--- src/rtl/edge_detect_pkg.sv ---
// Shared defaults and helpers for the multi-channel serial-line edge detector.
// The filter treats lengths 0 and 1 identically (no filtering).
package edge_detect_pkg;

  localparam int   DEF_NUM_CH      = 2;
  localparam int   DEF_SYNC_STAGES = 2;
  localparam int   DEF_FILT_W      = 3;
  localparam logic DEF_IDLE_LVL    = 1'b1;

  // Effective filter length: number of consecutive mismatching samples needed.
  function automatic int unsigned eff_len(input int unsigned filt_len);
    return (filt_len < 2) ? 1 : filt_len;
  endfunction

endpackage

--- src/rtl/edge_detect_chan.sv ---
// One input channel: synchroniser chain, run-time glitch filter, edge pulses
// and a sticky edge flag with software clear.
module edge_detect_chan
  import edge_detect_pkg::*;
#(
  parameter int   SYNC_STAGES = DEF_SYNC_STAGES,
  parameter int   FILT_W      = DEF_FILT_W,
  parameter logic IDLE_LVL    = DEF_IDLE_LVL
) (
  input  logic              clk,
  input  logic              rst,
  input  logic              sig_in,
  input  logic [FILT_W-1:0] filt_len,
  input  logic              flag_clr,
  output logic              level_out,
  output logic              rising_edge_found,
  output logic              falling_edge_found,
  output logic              edge_flag
);

  logic [SYNC_STAGES-1:0] sync_reg;
  logic                   sync_out;
  logic                   filt_reg;
  logic                   filt_next;
  logic                   prev_reg;
  logic                   flag_reg;
  logic                   flag_next;
  logic [FILT_W-1:0]      cnt_reg;
  logic [FILT_W-1:0]      cnt_next;
  logic [FILT_W-1:0]      eff_m1;
  logic                   rising;
  logic                   falling;

  assign sync_out = sync_reg[SYNC_STAGES-1];
  assign eff_m1   = FILT_W'(eff_len(32'(filt_len)) - 32'd1);

  // The >= compare lets a shortened filter length accept a pending level at once.
  always_comb begin
    filt_next = filt_reg;
    cnt_next  = cnt_reg;
    if (sync_out == filt_reg) begin
      cnt_next = '0;
    end else if (cnt_reg >= eff_m1) begin
      filt_next = sync_out;
      cnt_next  = '0;
    end else begin
      cnt_next = cnt_reg + 1'b1;
    end
  end

  assign rising    = filt_reg & ~prev_reg;
  assign falling   = ~filt_reg & prev_reg;
  assign flag_next = (flag_reg & ~flag_clr) | rising | falling;

  always_ff @(posedge clk) begin
    if (rst) begin
      sync_reg <= {SYNC_STAGES{IDLE_LVL}};
      filt_reg <= IDLE_LVL;
      prev_reg <= IDLE_LVL;
      cnt_reg  <= '0;
      flag_reg <= 1'b0;
    end else begin
      sync_reg <= {sync_reg[SYNC_STAGES-2:0], sig_in};
      filt_reg <= filt_next;
      prev_reg <= filt_reg;
      cnt_reg  <= cnt_next;
      flag_reg <= flag_next;
    end
  end

  assign level_out          = filt_reg;
  assign rising_edge_found  = rising;
  assign falling_edge_found = falling;
  assign edge_flag          = flag_reg;

endmodule

--- src/rtl/edge_detect_multi.sv ---
// Multi-channel edge detector for slow serial-bus pins; every channel is an
// independent edge_detect_chan sharing the filter length setting.
module edge_detect_multi
  import edge_detect_pkg::*;
#(
  parameter int   NUM_CH      = DEF_NUM_CH,
  parameter int   SYNC_STAGES = DEF_SYNC_STAGES,
  parameter int   FILT_W      = DEF_FILT_W,
  parameter logic IDLE_LVL    = DEF_IDLE_LVL
) (
  input  logic              clk,
  input  logic              rst,
  input  logic [NUM_CH-1:0] sig_in,
  input  logic [FILT_W-1:0] filt_len,
  input  logic [NUM_CH-1:0] flag_clr,
  output logic [NUM_CH-1:0] level_out,
  output logic [NUM_CH-1:0] rising_edge_found,
  output logic [NUM_CH-1:0] falling_edge_found,
  output logic [NUM_CH-1:0] edge_flag
);

  genvar gi;
  generate
    for (gi = 0; gi < NUM_CH; gi++) begin : g_chan
      edge_detect_chan #(
        .SYNC_STAGES (SYNC_STAGES),
        .FILT_W      (FILT_W),
        .IDLE_LVL    (IDLE_LVL)
      ) u_chan (
        .clk                (clk),
        .rst                (rst),
        .sig_in             (sig_in[gi]),
        .filt_len           (filt_len),
        .flag_clr           (flag_clr[gi]),
        .level_out          (level_out[gi]),
        .rising_edge_found  (rising_edge_found[gi]),
        .falling_edge_found (falling_edge_found[gi]),
        .edge_flag          (edge_flag[gi])
      );
    end
  endgenerate

endmodule

--- config.mk ---
export PLATFORM = sky130hd
export DESIGN_NAME = edge_detect_multi
export DESIGN_NICKNAME = d
export VERILOG_FILES = /design/src/rtl/edge_detect_pkg.sv /design/src/rtl/edge_detect_chan.sv /design/src/rtl/edge_detect_multi.sv
export SDC_FILE = /design/constraint.sdc
export NUM_CORES = 1
export LEC_CHECK = 0
export ABC_AREA = 1
export CORE_ASPECT_RATIO = 1.25
export CORE_UTILIZATION = 30
export CTS_CLUSTER_SIZE = 12
export DETAILED_ROUTE_END_ITERATION = 6
export PLACE_DENSITY = 0.62
export SKIP_CTS_REPAIR_TIMING = 1
export SYNTH_ARGS = -nofsm -noshare
export SYNTH_HDL_FRONTEND = slang
export SYNTH_SLANG_ARGS = --single-unit
export TNS_END_PERCENT = 5
--- constraint.sdc ---
create_clock -name clk -period 2.3 [get_ports clk]
set_clock_uncertainty 0.05 [all_clocks]
set_input_delay 0.46 -clock clk [delete_from_list [all_inputs] [get_ports clk]]
set_output_delay 0.46 -clock clk [all_outputs]
set_load 0.005 [all_outputs]
==> metrics.txt, run 1 <==
outcome=finished clean; Routability Congestion=0.729; Seq cells post-synth=16; Skew-Pair Late Insertion Delay=0.28 ns; Final period util=84.0%; CP max FO=6; setup TNS=0 ns; Least-Margin Pin Slew=0.211 ns; all-layer global routing usage=10.8%; Fill cells=296; mean number of vias per cell=4.29; first-pass GRT wire length=2460 um; Fin. Hold Viols=0; die area=0.00305 mm^2; post-synthesis sequential area ratio=37.6%; pwr/cell area=576 mW/mm^2; Area contributors post-synth=dfxtp_1 38%, nand2_1 11%, inv_1 9.7%, nand3_1 7.1%, buf_4 7.1%; mux contribution to synthesized area=0%; commonest non-fill, non-tap cells in the layout=24 x nand2_1, 22 x inv_1, 16 x dfxtp_1, 16 x clkdlybuf4s50_1, 12 x nand3_1; Synth area leader=dfxtp_1; ANT nets after route=0; CP Data Required Time=1.79 ns; Synth Area in Simple Gates=31.2%; HPWL Detailed=1190 um; Ys Warns=0; post-synth design cell area=851 um^2; Die Span X=49.6 um; leakage=0.000505 uW; Slew headroom=85.9%; die height=61.5 um; complex-gate fraction of the synthesized area=6.18%; final setup vio count=0; Final Util=38.4%; Netlist cell types=16; final slew viol count=0; # diodes=0; Post-Synth XOR/XNOR Area=2.06%; # Max-Cap Violations=0; non-filler cells, final=167; Setup CP Type=reg -> out; Synth Area in Adders=4.41%; Top Ports=17; number of global-route vias before repair=646; main combinational cell family by area after synthesis=simple AND/OR/NAND/NOR gates; area of the multi-input gates=373 um^2; RSZ-0062 raised after global routing=false; Final min period=1.93 ns; Initial DRT Pass Iterations=3; Placed Area=993 um^2; GR Overflow Total=0; initial antenna violation count=0; routed vias=717; WHS=0.370 ns; DRC viols=0; syn nets=133; H-tree levels=1; cell area after layout=0.00103 mm^2; clock buffer depth=2; clock tree root buffer cell=clkbuf_4; total wire length=1450 um; layout cells sized above 1=13.5%; CP Launch Type=register; largest net degree at the start of global routing=10; WL per Instance=8.69 um; top-area cell type share of the netlist area=37.6%; Site Rows=21; post-synthesis instance total=121; Worst-path clk slew=0.10 ns; Placeable Area=0.00268 mm^2; Detailed Route Iter0 Violations=13; Post-Place Cells=163; worst ir drop on vdd=0.365 mV; fin nets=146; Clock Sinks=16; mean post-synth cell area=7.03 um^2; max reg flops=6; WP data arrival=1.42 ns; Fmax=518 MHz; Starting Density=31.7%; crit end category=primary output; most common cell after layout, fill and taps aside=nand2_1; area delta synth->final=21.0%; register area=320 um^2; total clock buffers created by CTS=3; Port-buffer cells=16; HP Class=reg -> reg; CTS tree=built
-- synthesized netlist by cell type, drive strengths merged --
master,number
xnor2,2
o21ai,6
nand2,26
o22ai,2
nor2,10
ha,3
buf,8
a21oi,2
dfxtp,16
nand3,16
or2,4
inv,26
-- kinds of logic after synthesis --
family,after synthesis
simple gates,56
flops,16
xor+xnor,2
fa+ha+maj,3
compound gates,10
buf+inv,34
-- power breakdown --
part | total [uW] | internal (uW) | switching [uW] | leakage, uW
Sequential | 302 | 291 | 10.6 | 0.000131
Clock | 187 | 96.3 | 90.2 | 0.0000210
Combinational | 105 | 55.8 | 49.3 | 0.000353
Total | 593 | 443 | 150 | 0.000505
-- cell type report --
class                   count  share of cell area (%)
clock buffers               4                    3.52
inverters                  26                    9.48
multi-input cells          71                    36.2
flip-flops and latches     16                    31.1
well taps                  34                    4.13
repair buffers             16                    15.6
-- layer usage --
metal  GRT usage (%)  up-vias  part of all wire (%)
met5               0        -                     0
met4            6.53        0                   1.4
met3            3.21        4                   2.4
met2            21.0        8                    53
met1            10.1      319                    43
li1                -      386                     -
-- worst max-delay path: stages, from the launching register on --
cell             delay [ns]
dfxtp_1                0.44
inv_1                  0.10
nor2_1                 0.09
clkdlybuf4s50_1        0.50
-- path summary, 6_finish.rpt --
kind                            cells past startpoint                           end                         start  slack (ns)
worst max-delay path                                3          rising_edge_found[1]    g_chan[1].u_chan.level_out        0.37
worst min-delay path                                1  g_chan[1].u_chan.sync_reg[1]  g_chan[1].u_chan.sync_reg[0]        0.37
worst max register to register                      4   g_chan[1].u_chan.cnt_reg[1]    g_chan[1].u_chan.level_out        1.24
worst min register to register                      1  g_chan[1].u_chan.sync_reg[1]  g_chan[1].u_chan.sync_reg[0]        0.37
-- stage by stage --
stage          worst slack [ns]  total power, uW
3_3_place_gp              0.162              411
4_1_cts                   0.359              600
6_report                  0.369              593
5_1_grt                   0.195              627
2_1_floorplan             0.724              380
3_5_place_dp              0.101              415
(Power assumes the default switching activity.)
==> inputs of run 2 (changes only) <==
clock period = 1.8 ns   (was 2.3 ns; I/O delays follow)
==> run 2 against run 1 <==
  * Die area stayed put
  * Non-clock buffer count is 4 higher
  * Sequential cell count stayed put
  * Via count is 3.9% higher
  * Critical path type unchanged
  * Utilization is 3.4 points higher
  * Cell area is 8.9% higher
  * Hold slack worse by 0.0037 ns
  * Clock power is 26% higher
  * Power is 30% higher
  * Register-to-register slack worse by 0.56 ns
  * Critical path depth is 1 lower
  * Global-route usage is 0.46 points lower
==> metrics.txt, run 2 (synthesized netlist as in run 1, its figures left out) <==
outcome=finished clean; total clock buffers created by CTS=3 (unchanged); Routability Congestion=0.727 (-0.30%); FF-to-FF path depth=7 (+3); Post-Place Cells=167 (+2.5%); final slew viol count=0 (unchanged); non-filler cells, final=171 (+2.4%); ANT nets after route=0 (unchanged); worst ir drop on vdd=0.537 mV (+47%); cell depth of the worst min-delay path=1 (unchanged); Skew-Pair Late Insertion Delay=0.28 ns (about the same); cell area after layout=0.00112 mm^2 (+8.9%); Setup CP Type=reg -> out; RSZ-0062 raised after global routing=false; Worst-path clk slew=0.10 ns (about the same); hold_sp=g_chan[1].u_chan.sync_reg[0]; Fmax=579 MHz; final setup vio count=0 (unchanged); die area=0.00305 mm^2 (unchanged); Port-buffer cells=16 (unchanged); Least-Margin Pin Slew=0.237 ns (+0.0265 ns); pwr/cell area=687 mW/mm^2 (+19%); all-layer global routing usage=10.4% (-0.46 points); routed vias=745 (+3.9%); layout cells sized above 1=26.3% (+13 points); Site Rows=21 (unchanged); CP Data Required Time=1.39 ns (-0.40 ns); worst path cell trace=nor2_1 -> clkdlybuf4s50_1; Place WS=-0.234 ns (-0.335 ns); worst r2r src=g_chan[0].u_chan.cnt_reg[2]; Placeable Area=0.00268 mm^2 (unchanged); fin nets=150 (+2.7%); initial antenna violation count=0 (unchanged); CTS tree=built; Top Ports=17 (unchanged); Die Span X=49.6 um (unchanged); DRC viols=0 (unchanged); final setup margin=0.0740 ns (-0.295 ns); commonest non-fill, non-tap cells in the layout=21 x nand2_1, 21 x inv_1, 13 x dfxtp_1, 12 x clkdlybuf4s50_1; H-tree levels=1 (unchanged); largest net degree at the start of global routing=10 (unchanged); clock tree root buffer cell=clkbuf_4; first-pass GRT wire length=2440 um (-0.57%); CP max FO=6 (unchanged); crit end category=primary output; HPWL Detailed=1170 um (-2.2%); WP data arrival=1.32 ns (-0.10 ns); Fin. Hold Viols=0 (unchanged); flop-to-flop setup slack=0.68 ns (-0.56 ns); mean number of vias per cell=4.36 (+1.5%); Starting Density=31.7% (unchanged); max reg flops=6 (unchanged); Critical-path top delay cell=clkdlybuf4s50_1; Clock Sinks=16 (unchanged); Detailed Route Iter0 Violations=9 (-4); # Max-Cap Violations=0 (unchanged); Hold Path End=g_chan[1].u_chan.sync_reg[1]; die height=61.5 um (unchanged); CP peak stage delay=0.52 ns (+0.02 ns); Final min period=1.73 ns; Placed Area=0.00102 mm^2 (+3.0%); R2R Path End=g_chan[0].u_chan.level_out; Slew headroom=84.2% (-1.8 points); leakage=0.000583 uW (+15%); HP Class=reg -> reg; number of global-route vias before repair=642 (-0.62%); area delta synth->final=31.8%; Initial DRT Pass Iterations=4 (+1); total wire length=1500 um (+3.0%); Final period util=95.9%; clock buffer depth=2 (unchanged); CP Launch Type=register; GR Overflow Total=0 (unchanged); # diodes=0 (unchanged); WL per Instance=8.74 um (+0.62%)
[run 2: cell count changes in the layout (fill, tap and decap cells not counted), moves of 2 or more]
cell	delta
buf_4	+4
clkdlybuf4s50_1	-4
dfxtp_1	-3
dfxtp_4	+2
dlymetal6s2s_1	+4
nand2_1	-3
nand2_2	+3
nand3_1	-4
nand3_2	+3
nor2_1	-2
nor2_2	+2
[run 2: worst max-delay path: cells and delay by family, from the launching register on]
family	cells	cell delay, ns
simple gates	1	0.14
buf+inv	1	0.52
flops	1	0.37
[run 2: metal layers]
layer / GRT usage [%] / vias to the layer above / part of all wire, %
met3: 2.22 / 0 / 2.1
met4: 5.31 / 0 / 0
li1: - / 393 / -
met1: 11.4 / 342 / 45
met2: 18.9 / 10 / 53
met5: 0 / - / 0
[run 2: worst max path at each step]
stage	depth (start not counted)	slack [ns]	end	startpoint
2_1_floorplan	13	0.32	g_chan[0].u_chan.level_out	filt_len[1]
3_3_place_gp	14	-0.18	g_chan[1].u_chan.level_out	filt_len[1]
3_5_place_dp	14	-0.23	g_chan[0].u_chan.level_out	filt_len[1]
4_1_cts	3	-0.02	rising_edge_found[0]	g_chan[0].u_chan.level_out
5_1_grt	2	0.003	falling_edge_found[1]	g_chan[1].u_chan.level_out
6_report	2	0.07	falling_edge_found[1]	g_chan[1].u_chan.level_out
[run 2: final cells by class]
type                            instances  area, um^2
Tap cell                               34        42.5
Timing Repair Buffer                   20         200
Inverter                               26        97.6
Sequential cell                        16         329
Fill cell                             283        1560
Clock buffer                            4        36.3
Multi-Input combinational cell         71         415
[run 2: report_power, final]
group / leakage, uW / total, uW / switching (uW) / internal [uW]
sequential: 0.000130 / 386 / 13.8 / 372
clock: 0.0000210 / 236 / 113 / 123
combinational: 0.000431 / 149 / 70.1 / 78.5
total: 0.000583 / 770 / 197 / 573
[run 2: through the flow]
stage	total power (uW)	hold slack, ns	utilization, %	setup TNS [ns]
2_1_floorplan	486	0.339	-	0
3_3_place_gp	531	0.342	38.2	-1.27
3_5_place_dp	536	0.349	38.2	-1.70
4_1_cts	772	0.371	39.5	-0.0463
5_1_grt	818	0.383	41.8	0
6_report	770	0.366	41.8	0
==> inputs of run 3 (changes only) <==
CTS_CLUSTER_SIZE = 30   (was 12)
clock period = 1.6 ns   (was 1.8 ns; I/O delays follow)
==> run 3 against run 2 <==
  * Critical endpoint is now g_chan[1].u_chan.cnt_reg[0]
  * Largest power group unchanged
  * Cell count did not move
  * Sequential cell count stayed put
  * Via count grew 1.3%
  * Largest cell class unchanged
  * Non-clock buffer count up 1
  * Critical path type is now in -> reg
==> metrics.txt, run 3 (synthesized netlist as in run 1, its figures left out) <==
met1 WL=638 um (-5.3%); CP max FO=3 (-3); Fin. Hold Viols=0 (unchanged); Fill cells=290 (+2.5%); RSZ-0062 raised after global routing=true; all-layer global routing usage=10.6% (+0.23 points); initial antenna violation count=0 (unchanged); ANT nets after route=0 (unchanged); DR top layer=met4; largest net degree at the start of global routing=9 (-1); cell depth of the worst min-delay path=1 (unchanged); commonest non-fill, non-tap cells in the layout=19 x nand2_1, 19 x inv_1, 13 x dfxtp_1, 10 x nor2_1, 10 x clkdlybuf4s50_1; Initial DRT Pass Iterations=3 (-1); die area=0.00305 mm^2 (unchanged); Final min period=1.54 ns; HP Class=reg -> reg; final setup margin=0.0627 ns (-0.0113 ns); leakage=0.000616 uW (+5.7%); GR Overflow Total=0 (unchanged); # Max-Cap Violations=0 (unchanged); Worst-path clk slew=0.09 ns (about the same); worst r2r src=g_chan[1].u_chan.cnt_reg[2]; Least-Margin Pin Slew=0.179 ns (-0.0580 ns); area delta synth->final=31.9%; Starting Density=31.7% (unchanged); Slew headroom=88.0% (+3.9 points); CP Data Required Time=1.77 ns (+0.38 ns); H-tree levels=1 (unchanged); met3 WL=28 um (-9.7%); Critical Path Start=filt_len[0]; first-pass GRT wire length=2490 um (+2.0%); DRC viols=0 (unchanged); WL per Instance=9.12 um (+4.3%); fin nets=151 (+0.67%); CTS tree=built; Placeable Area=0.00268 mm^2 (unchanged); Flop pwr share=53.9% (+3.8 points); Switching Power=210 uW (+6.5%); Final period util=96.1%; Port-buffer cells=16 (unchanged); area of the multi-input gates=418 um^2 (+0.60%); Place WS=-0.413 ns (-0.180 ns); Routability Congestion=0.790 (+8.6%); number of global-route vias before repair=679 (+5.8%); max reg flops=6 (unchanged); routed vias=755 (+1.3%); Fmax=651 MHz; total clock buffers created by CTS=3 (unchanged); R2R Path End=g_chan[1].u_chan.level_out; Site Rows=21 (unchanged); HPWL Detailed=1240 um (+5.8%); die height=61.5 um (unchanged); Die Span X=49.6 um (unchanged); Sw Ratio=26.1% (+0.48 points); FF-to-FF path depth=7 (unchanged); clock share of power=25.1% (-5.5 points); CP Launch Type=input port; total wire length=1560 um (+4.3%); clock buffer depth=2 (unchanged); setup TNS=0 ns (unchanged); pwr/cell area=717 mW/mm^2 (+4.4%); WP data arrival=1.71 ns (+0.39 ns); crit end category=register; flop-to-flop setup slack=0.54 ns (-0.14 ns); final setup vio count=0 (unchanged); combinational fraction of design power=21.1% (+1.8 points); end of the critical path=g_chan[1].u_chan.cnt_reg[0]; worst ir drop on vdd=0.478 mV (-11%); Skew-Pair Late Insertion Delay=0.28 ns (about the same); clock tree root buffer cell=clkbuf_4; Detailed Route Iter0 Violations=9 (unchanged); Clock Sinks=16 (unchanged); register area=329 um^2 (unchanged); layout cells sized above 1=27.7% (+1.5 points); # diodes=0 (unchanged); final slew viol count=0 (unchanged); Setup CP Type=in -> reg; Top Ports=17 (unchanged); Pint=595 uW (+3.8%); routed length on met2=870 um (+10%); outcome=finished clean; mean number of vias per cell=4.42 (+1.3%)
==> run 3: cell types whose count changed in the layout (fill, tap and decap cells not counted), sizes merged <==
cell | before | now
buf | 4 | 5
clkbuf | 4 | 3
clkdlybuf4s50 | 12 | 10
dlymetal6s2s | 4 | 6
==> run 3: routing by layer <==
metal,up-vias,global-route usage (%)
li1,396,-
met1,347,11.0
met2,8,20.5
met3,4,1.48
met4,0,6.12
met5,-,0
==> run 3: power by group through the flow <==
| stage | Sequential (uW) | Combinational (uW) | Clock [uW] |
|---|---|---|---|
| after floorplan | 439 | 107 | 0 |
| after global placement | 442 | 158 | 0 |
| after detailed placement | 443 | 162 | 0 |
| after CTS | 434 | 163 | 211 |
| after global routing | 437 | 191 | 226 |
| final | 433 | 169 | 202 |
==> run 3: metrics by stage <==
step | util (%) | std cells | hold slack, ns | total power, uW | instance area [um^2]
final | 41.9 | 171 | 0.365 | 805 | 1120
after floorplan | - | 121 | 0.339 | 546 | 851
after global routing | 41.9 | 171 | 0.382 | 854 | 1120
after global placement | 38.5 | 168 | 0.342 | 599 | 1030
after CTS | 39.3 | 171 | 0.367 | 807 | 1050
after detailed placement | 38.5 | 168 | 0.345 | 605 | 1030
==> run 3: final cells by class <==
cell class,instances,area share [%]
Multi-Input combinational cell,71,37.2
Tap cell,34,3.79
Sequential cell,16,29.3
Inverter,26,8.70
Timing Repair Buffer,21,19.0
Clock buffer,3,2.01
==> run 3: worst max-delay path, stage by stage <==
cell and delay [ns]:
clkdlybuf4s50_1 0.47, inv_2 0.04, nand2_1 0.06, inv_2 0.04, ha_4 0.15, nand2_1 0.12
nand3_2 0.11, nand3_2 0.10, inv_2 0.04, nand2_2 0.07, nand3_2 0.09, nor2_1 0.10
==> run 3: worst min path at each step <==
stage	to	start	slack, ns
final	g_chan[1].u_chan.sync_reg[1]	g_chan[1].u_chan.sync_reg[0]	0.36
after detailed placement	g_chan[1].u_chan.sync_reg[1]	g_chan[1].u_chan.sync_reg[0]	0.35
after CTS	g_chan[1].u_chan.sync_reg[1]	g_chan[1].u_chan.sync_reg[0]	0.37
after global placement	g_chan[1].u_chan.sync_reg[1]	g_chan[1].u_chan.sync_reg[0]	0.34
after floorplan	g_chan[0].u_chan.sync_reg[1]	g_chan[0].u_chan.sync_reg[0]	0.34
after global routing	g_chan[1].u_chan.sync_reg[1]	g_chan[1].u_chan.sync_reg[0]	0.38
